[src/rtl/ram_readback_module_pkg.sv]
// Shared definitions for the RAM readback controller: FSM encoding,
// read-latency limits and sweep-depth derivation.
package ram_readback_module_pkg;

  localparam logic [2:0] ST_IDLE  = 3'd0;
  localparam logic [2:0] ST_READ  = 3'd1;
  localparam logic [2:0] ST_DRAIN = 3'd2;
  localparam logic [2:0] ST_DONE  = 3'd3;
  localparam logic [2:0] ST_CLEAR = 3'd4;

  localparam int unsigned READ_LAT_MIN = 1;
  localparam int unsigned READ_LAT_MAX = 3;

  function automatic int unsigned depth_of(input int unsigned addr_w);
    return 32'd1 << addr_w;
  endfunction

endpackage

[src/rtl/ram_readback_module_rd_tag_pipe.sv]
// {valid, addr} delay line used to line up issued read addresses with the
// registered memory data. A synchronous flush empties it on abort.
module rd_tag_pipe #(
  parameter int unsigned ADDR_W = 4,
  parameter int unsigned STAGES = 2
) (
  input  logic              clk,
  input  logic              rst_n,
  input  logic              i_flush,
  input  logic              i_valid,
  input  logic [ADDR_W-1:0] i_addr,
  output logic              o_valid,
  output logic [ADDR_W-1:0] o_addr
);

  logic [STAGES-1:0]             r_valid;
  logic [STAGES-1:0][ADDR_W-1:0] r_addr;

  // Shift a new tag in every cycle; flush clears every stage at once.
  always_ff @(posedge clk or negedge rst_n) begin
    if (!rst_n) begin
      r_valid <= '0;
      r_addr  <= '0;
    end else if (i_flush) begin
      r_valid <= '0;
      r_addr  <= '0;
    end else begin
      r_valid <= {r_valid[STAGES-2:0], i_valid};
      r_addr  <= {r_addr[STAGES-2:0], i_addr};
    end
  end

  assign o_valid = r_valid[STAGES-1];
  assign o_addr  = r_addr[STAGES-1];

endmodule

[src/rtl/ram_readback_module.sv]
// Sweeps all addresses of a ROM/RAM pair, streams the RAM words out with
// address tags and counts words where RAM differs from ROM.
module ram_readback_module
  import ram_readback_module_pkg::*;
#(
  parameter int unsigned ADDR_W   = 4,
  parameter int unsigned DATA_W   = 8,
  parameter int unsigned READ_LAT = 1
) (
  input  logic              clk,
  input  logic              rst_n,
  input  logic              start_sig,
  output logic              done_sig,
  output logic [ADDR_W-1:0] rd_addr,
  input  logic [DATA_W-1:0] rom_data,
  input  logic [DATA_W-1:0] ram_data,
  output logic [DATA_W-1:0] data_out,
  output logic [ADDR_W-1:0] data_addr,
  output logic              data_valid,
  output logic [ADDR_W:0]   err_cnt,
  output logic [ADDR_W-1:0] first_err_addr,
  output logic              err_flag
);

  localparam int unsigned       DEPTH     = depth_of(ADDR_W);
  localparam logic [ADDR_W-1:0] LAST_ADDR = ADDR_W'(DEPTH - 1);

  if (READ_LAT < READ_LAT_MIN || READ_LAT > READ_LAT_MAX) begin : g_bad_lat
    $error("READ_LAT out of supported range");
  end

  logic [2:0]        r_state;
  logic [ADDR_W-1:0] r_rd_addr;
  logic              r_done;
  logic [DATA_W-1:0] r_data_out;
  logic [ADDR_W-1:0] r_data_addr;
  logic              r_data_valid;
  logic [ADDR_W:0]   r_err_cnt;
  logic [ADDR_W-1:0] r_first_err_addr;
  logic              r_err_flag;

  logic              w_start;
  logic              w_flush;
  logic              w_push_valid;
  logic [ADDR_W-1:0] w_push_addr;
  logic              w_tag_valid;
  logic [ADDR_W-1:0] w_tag_addr;

  // Decide which tag enters the pipe this cycle and whether a pass starts or aborts.
  always_comb begin
    w_start      = 1'b0;
    w_flush      = 1'b0;
    w_push_valid = 1'b0;
    w_push_addr  = '0;
    case (r_state)
      ST_IDLE: begin
        if (start_sig) begin
          w_start      = 1'b1;
          w_push_valid = 1'b1;
        end
      end
      ST_READ: begin
        if (!start_sig) begin
          w_flush = 1'b1;
        end else if (r_rd_addr != LAST_ADDR) begin
          w_push_valid = 1'b1;
          w_push_addr  = r_rd_addr + 1'b1;
        end
      end
      ST_DRAIN: begin
        if (!start_sig) w_flush = 1'b1;
      end
      default: ;
    endcase
  end

  rd_tag_pipe #(
    .ADDR_W (ADDR_W),
    .STAGES (READ_LAT + 1)
  ) u_tag_pipe (
    .clk     (clk),
    .rst_n   (rst_n),
    .i_flush (w_flush),
    .i_valid (w_push_valid),
    .i_addr  (w_push_addr),
    .o_valid (w_tag_valid),
    .o_addr  (w_tag_addr)
  );

  // Sequence the sweep; DONE is entered the cycle after the last word is presented,
  // so done_sig is high exactly while in DONE.
  always_ff @(posedge clk or negedge rst_n) begin
    if (!rst_n) begin
      r_state   <= ST_IDLE;
      r_rd_addr <= '0;
      r_done    <= 1'b0;
    end else begin
      case (r_state)
        ST_IDLE: begin
          r_done <= 1'b0;
          if (start_sig) begin
            r_rd_addr <= '0;
            r_state   <= ST_READ;
          end
        end
        ST_READ: begin
          if (!start_sig)                r_state   <= ST_IDLE;
          else if (r_rd_addr == LAST_ADDR) r_state <= ST_DRAIN;
          else                           r_rd_addr <= r_rd_addr + 1'b1;
        end
        ST_DRAIN: begin
          if (!start_sig) begin
            r_state <= ST_IDLE;
          end else if (r_data_valid && r_data_addr == LAST_ADDR) begin
            r_state <= ST_DONE;
            r_done  <= 1'b1;
          end
        end
        ST_DONE: begin
          r_done  <= 1'b0;
          r_state <= ST_CLEAR;
        end
        ST_CLEAR: r_state <= ST_IDLE;
        default:  r_state <= ST_IDLE;
      endcase
    end
  end

  // Register emerging RAM words with their tags and accumulate ROM/RAM mismatches.
  always_ff @(posedge clk or negedge rst_n) begin
    if (!rst_n) begin
      r_data_out       <= '0;
      r_data_addr      <= '0;
      r_data_valid     <= 1'b0;
      r_err_cnt        <= '0;
      r_first_err_addr <= '0;
      r_err_flag       <= 1'b0;
    end else begin
      r_data_valid <= w_tag_valid && !w_flush;
      if (w_tag_valid && !w_flush) begin
        r_data_out  <= ram_data;
        r_data_addr <= w_tag_addr;
      end
      if (w_start) begin
        r_err_cnt        <= '0;
        r_first_err_addr <= '0;
        r_err_flag       <= 1'b0;
      end else if (w_tag_valid && !w_flush && ram_data != rom_data) begin
        r_err_cnt <= r_err_cnt + 1'b1;
        if (!r_err_flag) begin
          r_first_err_addr <= w_tag_addr;
          r_err_flag       <= 1'b1;
        end
      end
    end
  end

  assign done_sig       = r_done;
  assign rd_addr        = r_rd_addr;
  assign data_out       = r_data_out;
  assign data_addr      = r_data_addr;
  assign data_valid     = r_data_valid;
  assign err_cnt        = r_err_cnt;
  assign first_err_addr = r_first_err_addr;
  assign err_flag       = r_err_flag;

endmodule

[config.mk]
export PLATFORM = sky130hd
export DESIGN_NAME = ram_readback_module
export DESIGN_NICKNAME = d
export VERILOG_FILES = /design/src/rtl/ram_readback_module_pkg.sv /design/src/rtl/ram_readback_module_rd_tag_pipe.sv /design/src/rtl/ram_readback_module.sv
export SDC_FILE = /design/constraint.sdc
export NUM_CORES = 1
export LEC_CHECK = 0
export ABC_AREA = 1
export CORE_ASPECT_RATIO = 1.2
export CORE_MARGIN = 4
export CORE_UTILIZATION = 35
export DETAILED_ROUTE_END_ITERATION = 16
export SLEW_MARGIN = 20
export SYNTH_ARGS = -nofsm -noshare
export SYNTH_HDL_FRONTEND = slang
export SYNTH_SLANG_ARGS = --single-unit
export TNS_END_PERCENT = 30
[constraint.sdc]
create_clock -name clk -period 2.55 [get_ports clk]
set_clock_uncertainty 0.05 [all_clocks]
set_input_delay 0.51 -clock clk [delete_from_list [all_inputs] [get_ports clk]]
set_output_delay 0.51 -clock clk [all_outputs]
set_load 0.02 [all_outputs]
# [Word level (Yosys, flattened, before mapping)]
# Index checks and enable logic that the tools add are counted.
[classes] bitwise=0 add_sub_neg=2 shifts=0 div=0 n_mul=0 mux=32 order_cmp=0 n_reduce_logical=14 eq_ne=15
[op_table] cell="$mux W4" n=9
[op_table] cell="$mux W3" n=5
[op_table] cell="$pmux W3 S4" n=1
[op_table] cell="$mux W1" n=10
[op_table] cell="$mux W5" n=2
[op_table] cell="$ne A2 B2 Y1 const B" n=5
[op_table] cell="$eq A4 B4 Y1 const B" n=2
[op_table] cell="$mux W8" n=1
[op_table] cell="$ne A8 B8 Y1" n=1
[op_table] cell="$pmux W4 S2" n=1
[op_table] cell="$eq A3 B2 Y1 const B" n=2
[op_table] cell="$ne A3 B3 Y1 const B" n=2
[op_table] cell="$reduce_and A3 Y1" n=2
[op_table] cell="$reduce_bool A2 Y1" n=3
[op_table] cell="$add A5 B1 Y5 const B" n=1
[op_table] cell="$add A4 B1 Y4 const B" n=1
[op_table] cell="$ne A4 B4 Y1 const B" n=1
[op_table] cell="$pmux W1 S2" n=2
[op_table] cell="$reduce_and A4 Y1" n=1
[op_table] cell="$reduce_or A2 Y1" n=2
[op_table] cell="$eq A3 B1 Y1 const B" n=1
[op_table] cell="$logic_and A1 B1 Y1" n=3
[op_table] cell="$logic_not A3 Y1" n=1
[op_table] cell="$mux W2" n=1
[op_table] cell="3 further kinds" n=3
[totals] input_bits=19 out_inout_bits=28 elab_cells=75 ff_bits=41 mem_bits_rw=0 mem_bits_ro=0 latch_bits=0 n_memories=0

# [Depth between registers and ports, before layout]
[depth] ltp_word=8 ltp_mapped=10 mapped_depth_nobuf=10

# [By module]
# A second synthesis with hierarchy kept.
[unflattened] cells_unflattened=233 area_unflattened_um2=1988.2
[modules_own_cells] mod="ram_readback_module" area_per_inst_um2=1621.6 cells_each=198 n_inst=1 seq_area_each_um2=775.7
[modules_own_cells] mod="rd_tag_pipe" area_per_inst_um2=366.6 cells_each=35 n_inst=1 seq_area_each_um2=250.2

# [Worst setup path after synthesis]
# OpenSTA, ideal clock, no wires.
[synth_path] path_type="register to register" start="register r_rd_addr[0], in the netlist rd_addr[0]" end="register r_rd_addr[3], in the netlist rd_addr[3]" path_buffers=1 setup_ns=0.120 stages_incl_launch_ff=8 required_ns=2.380 arrival_time_ns=1.353 synth_period_minus_slack_ns=1.523 setup_slack_ns=1.027 cell_sequence="dfrtp_1 > ha_1 > nand2_1 > inv_1 > nand2_1 > nand3_1 > buf_2 > a31o_2"
[synth_between] elab_chain_cells=4 elab_cells_between_ends=7 cone_classes="add/sub: 1; eq/ne: 2; mux: 3; reduce/logical: 1"
[synth_lines] element="start: declaration" line_no="ram_readback_module.sv:33" rtl="logic [ADDR_W-1:0] r_rd_addr;"
[synth_lines] element="start signal: assignment" line_no="ram_readback_module.sv:109" rtl="else r_rd_addr <= r_rd_addr + 1'b1;"
[synth_lines] element="$add A4 B1 Y4" line_no="ram_readback_module.sv:109"
[synth_lines] element="$mux W4" line_no="ram_readback_module.sv:108" rtl="else if (r_rd_addr == LAST_ADDR) r_state <= ST_DRAIN;"
[synth_lines] element="$mux W4" line_no="ram_readback_module.sv:107" rtl="if (!start_sig) r_state <= ST_IDLE;"
[synth_lines] element="$pmux W4 S2" line_no="ram_readback_module.sv:98" rtl="case (r_state)"
# Several ways; a longest one is shown, not always the timed one. The select of a mux whose other input is x is not followed.
# A chain may end at the register's enable or synchronous reset.

# [Worst setup path in the final report]
[layout_path] start="register r_rd_addr[0], in the netlist rd_addr[0]" end="output rd_addr[0]"
[layout_rtl] element="end: declaration" line_no="ram_readback_module.sv:14" rtl="output logic [ADDR_W-1:0] rd_addr,"
# No word-level cell between the ends.

==> results.txt <==
CP Launch Type = flip-flop
RSZ-0062 raised after global routing = false
Synthesized cell area = 1890 sq um
Sequential Area = 1030 sq um
DR vias = 1485
Pwr Density = 967 nW/um^2
DR vias/cell = 4.53
Slowest stage delay, CP = 0.64 ns
Critical-path maximum fanout = 6
Share of layout cells above drive strength 1 = 6.77%
WP data arrival = 1.38 ns
Detailed Route Iter0 Violations = 50
Crit end category = primary output
Syn avg cell area = 8.65 sq um
Hold Violations, Final = 0
Synth Area in Compound Gates = 4.84%
Setup Buffers After CTS = 0
Routed Wire Length = 3.79 mm
Routed WL per cell = 11.6 um
Maximum clock insertion buffer count = 2
Final setup violation count = 0
Antenna fix cells = 0
Fin crit share = 76.0%
Resize count post-CTS = 0
Register area share after synthesis = 54.4%
DRC Markers = 0
Simple-Gate Fraction of Synth Area = 27.0%
Setup TNS = 0 ns
CTS root buf = clkbuf_8
Die height = 88.4 um
Crit path buf inv count = 1
Final cell count without fillers = 328
Initial antenna violation count = 0
Overall routing resource usage = 12.5%
Area of the multi-input gates = 687 sq um
Total power = 2370 uW
Row count = 29
Measured slew at the worst slew-check pin = 0.896 ns
Fillers = 528
Cts bufs inserted = 5
Clock H-tree levels = 2
Clock latency at the later pin of the worst-skew pair = 0.28 ns
Area growth syn-to-layout = 29.8%
Global-route wire length before repair = 6.32 mm
Min cycle time layout = 1.94 ns
CTS Hold Buffers Added = 0
Ports = 47
Synth Area in XOR/XNOR = 3.25%
Class of the worst hold path = input pin to asynchronous set/reset pin
Largest net degree at the start of global routing = 42
Mux cell area share after synthesis = 0%
Worst path cell trace = clkdlybuf4s50_1
Post-Synthesis Cells = 218
Most frequent cells in the layout = 71 x nand2_1, 45 x clkdlybuf4s50_1, 41 x dfrtp_1
Die W = 75.0 um
Slew HR = 40.3%
Final HPWL DP = 2.81 mm
Fin. max-slew vios = 0
Netlist cell types = 25
Outcome = completed
Drt first pass iters = 4
Synth Area in Adders = 1.33%
Leakage = 0.00127 uW
Fin nets = 288
Synthesized net count = 239
Gpl congestion = 0.688
Critical path's slowest cell = clkdlybuf4s50_1
Vias in the first global route = 1438
Worst path top cell family by delay = buffers and inverters
Placed cell count = 322
Worst Path Required = 1.99 ns
Initial Util = 35.8%
Max-Cap Viols = 0
Core ar. = 5260 sq um
CTS tree = yes
Clk slew on worst S/H paths = 0.07 ns
Synthesis warning total = 0
Die ar. = 6630 sq um
ANT nets after route = 0
Clock Sinks = 41
Largest family of logic cells by synthesized area = simple AND/OR/NAND/NOR gates
Maximum VDD drop = 0.000320 V
Port Buf Inserts = 46
Critical path type = flip-flop to primary output
Overflow after GRT = 0
Most common cell after layout, fill and taps aside = nand2_1
FMAX = 0.516 GHz
#FFs+latches synth = 41
[state kept, by name, summed over array words and instances (netlist names)]
signal	cells
r_state	3
u_tag_pipe.o_addr	4
data_addr	4
first_err_addr	4
u_tag_pipe.r_addr	4
done_sig	1
data_out	8
err_cnt	5
err_flag	1
rd_addr	4
data_valid	1
u_tag_pipe.r_valid	2
[metrics by stage]
| step | area (sq um) | hold slack [ns] | utilization (%) | setup WS [ns] |
|---|---|---|---|---|
| 6_report | 2450 | 0.289 | 46.5 | 0.613 |
| 2_1_floorplan | 1890 | 0.164 | - | 1.03 |
| 5_1_grt | 2450 | 0.381 | 46.5 | 0.453 |
| 3_5_place_dp | 2370 | 0.409 | 45.1 | 0.310 |
| 4_1_cts | 2450 | 0.333 | 46.5 | 0.602 |
| 3_3_place_gp | 2370 | 0.405 | 45.1 | 0.406 |
[final cells by class]
type	instances	share of cell area (%)
Multi-Input combinational cell	140	28.1
Sequential cell	41	41.9
Tap cell	62	3.17
Clock buffer	5	2.81
Timing Repair Buffer	47	18.9
Inverter	32	4.91
Clock inverter	1	0.204
[metal layers]
metal  vias up  global-route usage (%)  wire (um)
met5         -                       0          0
met4         0                    5.83         48
met3         2                    3.98        295
met2        36                    20.3       1780
met1       677                    15.1       1670
li1        770                       -          -
[final timing paths]
kind | from | end | slack (ns) | cells after the start
worst min register to register | u_tag_pipe.r_addr[0] | u_tag_pipe.o_addr[0] | 0.42 | 2
worst min-delay path | rst_n | r_state[0] | 0.29 | 1
max in group asynchronous | rst_n | rd_addr[0] | 1.59 | 1
min in group clk | u_tag_pipe.r_addr[0] | u_tag_pipe.o_addr[0] | 0.42 | 2
worst max-delay path | rd_addr[0] | rd_addr[0] | 0.61 | 1
worst max register to register | r_state[2] | rd_addr[1] | 0.89 | 3
[power breakdown]
part / switching [uW] / leakage [uW] / internal (uW) / total, uW
registers: 125 / 0.000546 / 833 / 958
logic: 598 / 0.000683 / 429 / 1030
clock network: 202 / 0.0000399 / 180 / 382
[cell usage after synthesis]
cell | instances | share of area [%]
nand3_4 | 1 | 0.93
nor3_1 | 1 | 0.27
nand3_1 | 23 | 6.1
xor2_1 | 2 | 0.93
a31o_2 | 2 | 0.93
buf_6 | 3 | 1.8
inv_2 | 2 | 0.40
and3_2 | 1 | 0.40
o21ai_1 | 3 | 0.80
nand4_1 | 1 | 0.33
nand3b_1 | 1 | 0.40
nor2_1 | 16 | 3.2
a21boi_0 | 1 | 0.40
o21ai_0 | 5 | 1.3
nand2_2 | 2 | 0.66
a21boi_4 | 1 | 1.0
nand2_4 | 1 | 0.60
clkbuf_8 | 1 | 0.73
inv_1 | 30 | 6.0
ha_1 | 2 | 1.3
dfrtp_1 | 41 | 54
nand2_1 | 71 | 14
a211oi_1 | 1 | 0.40
buf_2 | 1 | 0.27
xnor2_1 | 5 | 2.3
[cells by family after synthesis]
logic type | Yosys count
adder cells (fa/ha/maj) | 2
buffers and inverters | 37
AO/OA/AOI/OAI | 13
AND/OR/NAND/NOR | 118
XOR/XNOR | 7
flip-flops | 41
No activity file was read; power rests on OpenSTA's default activity.
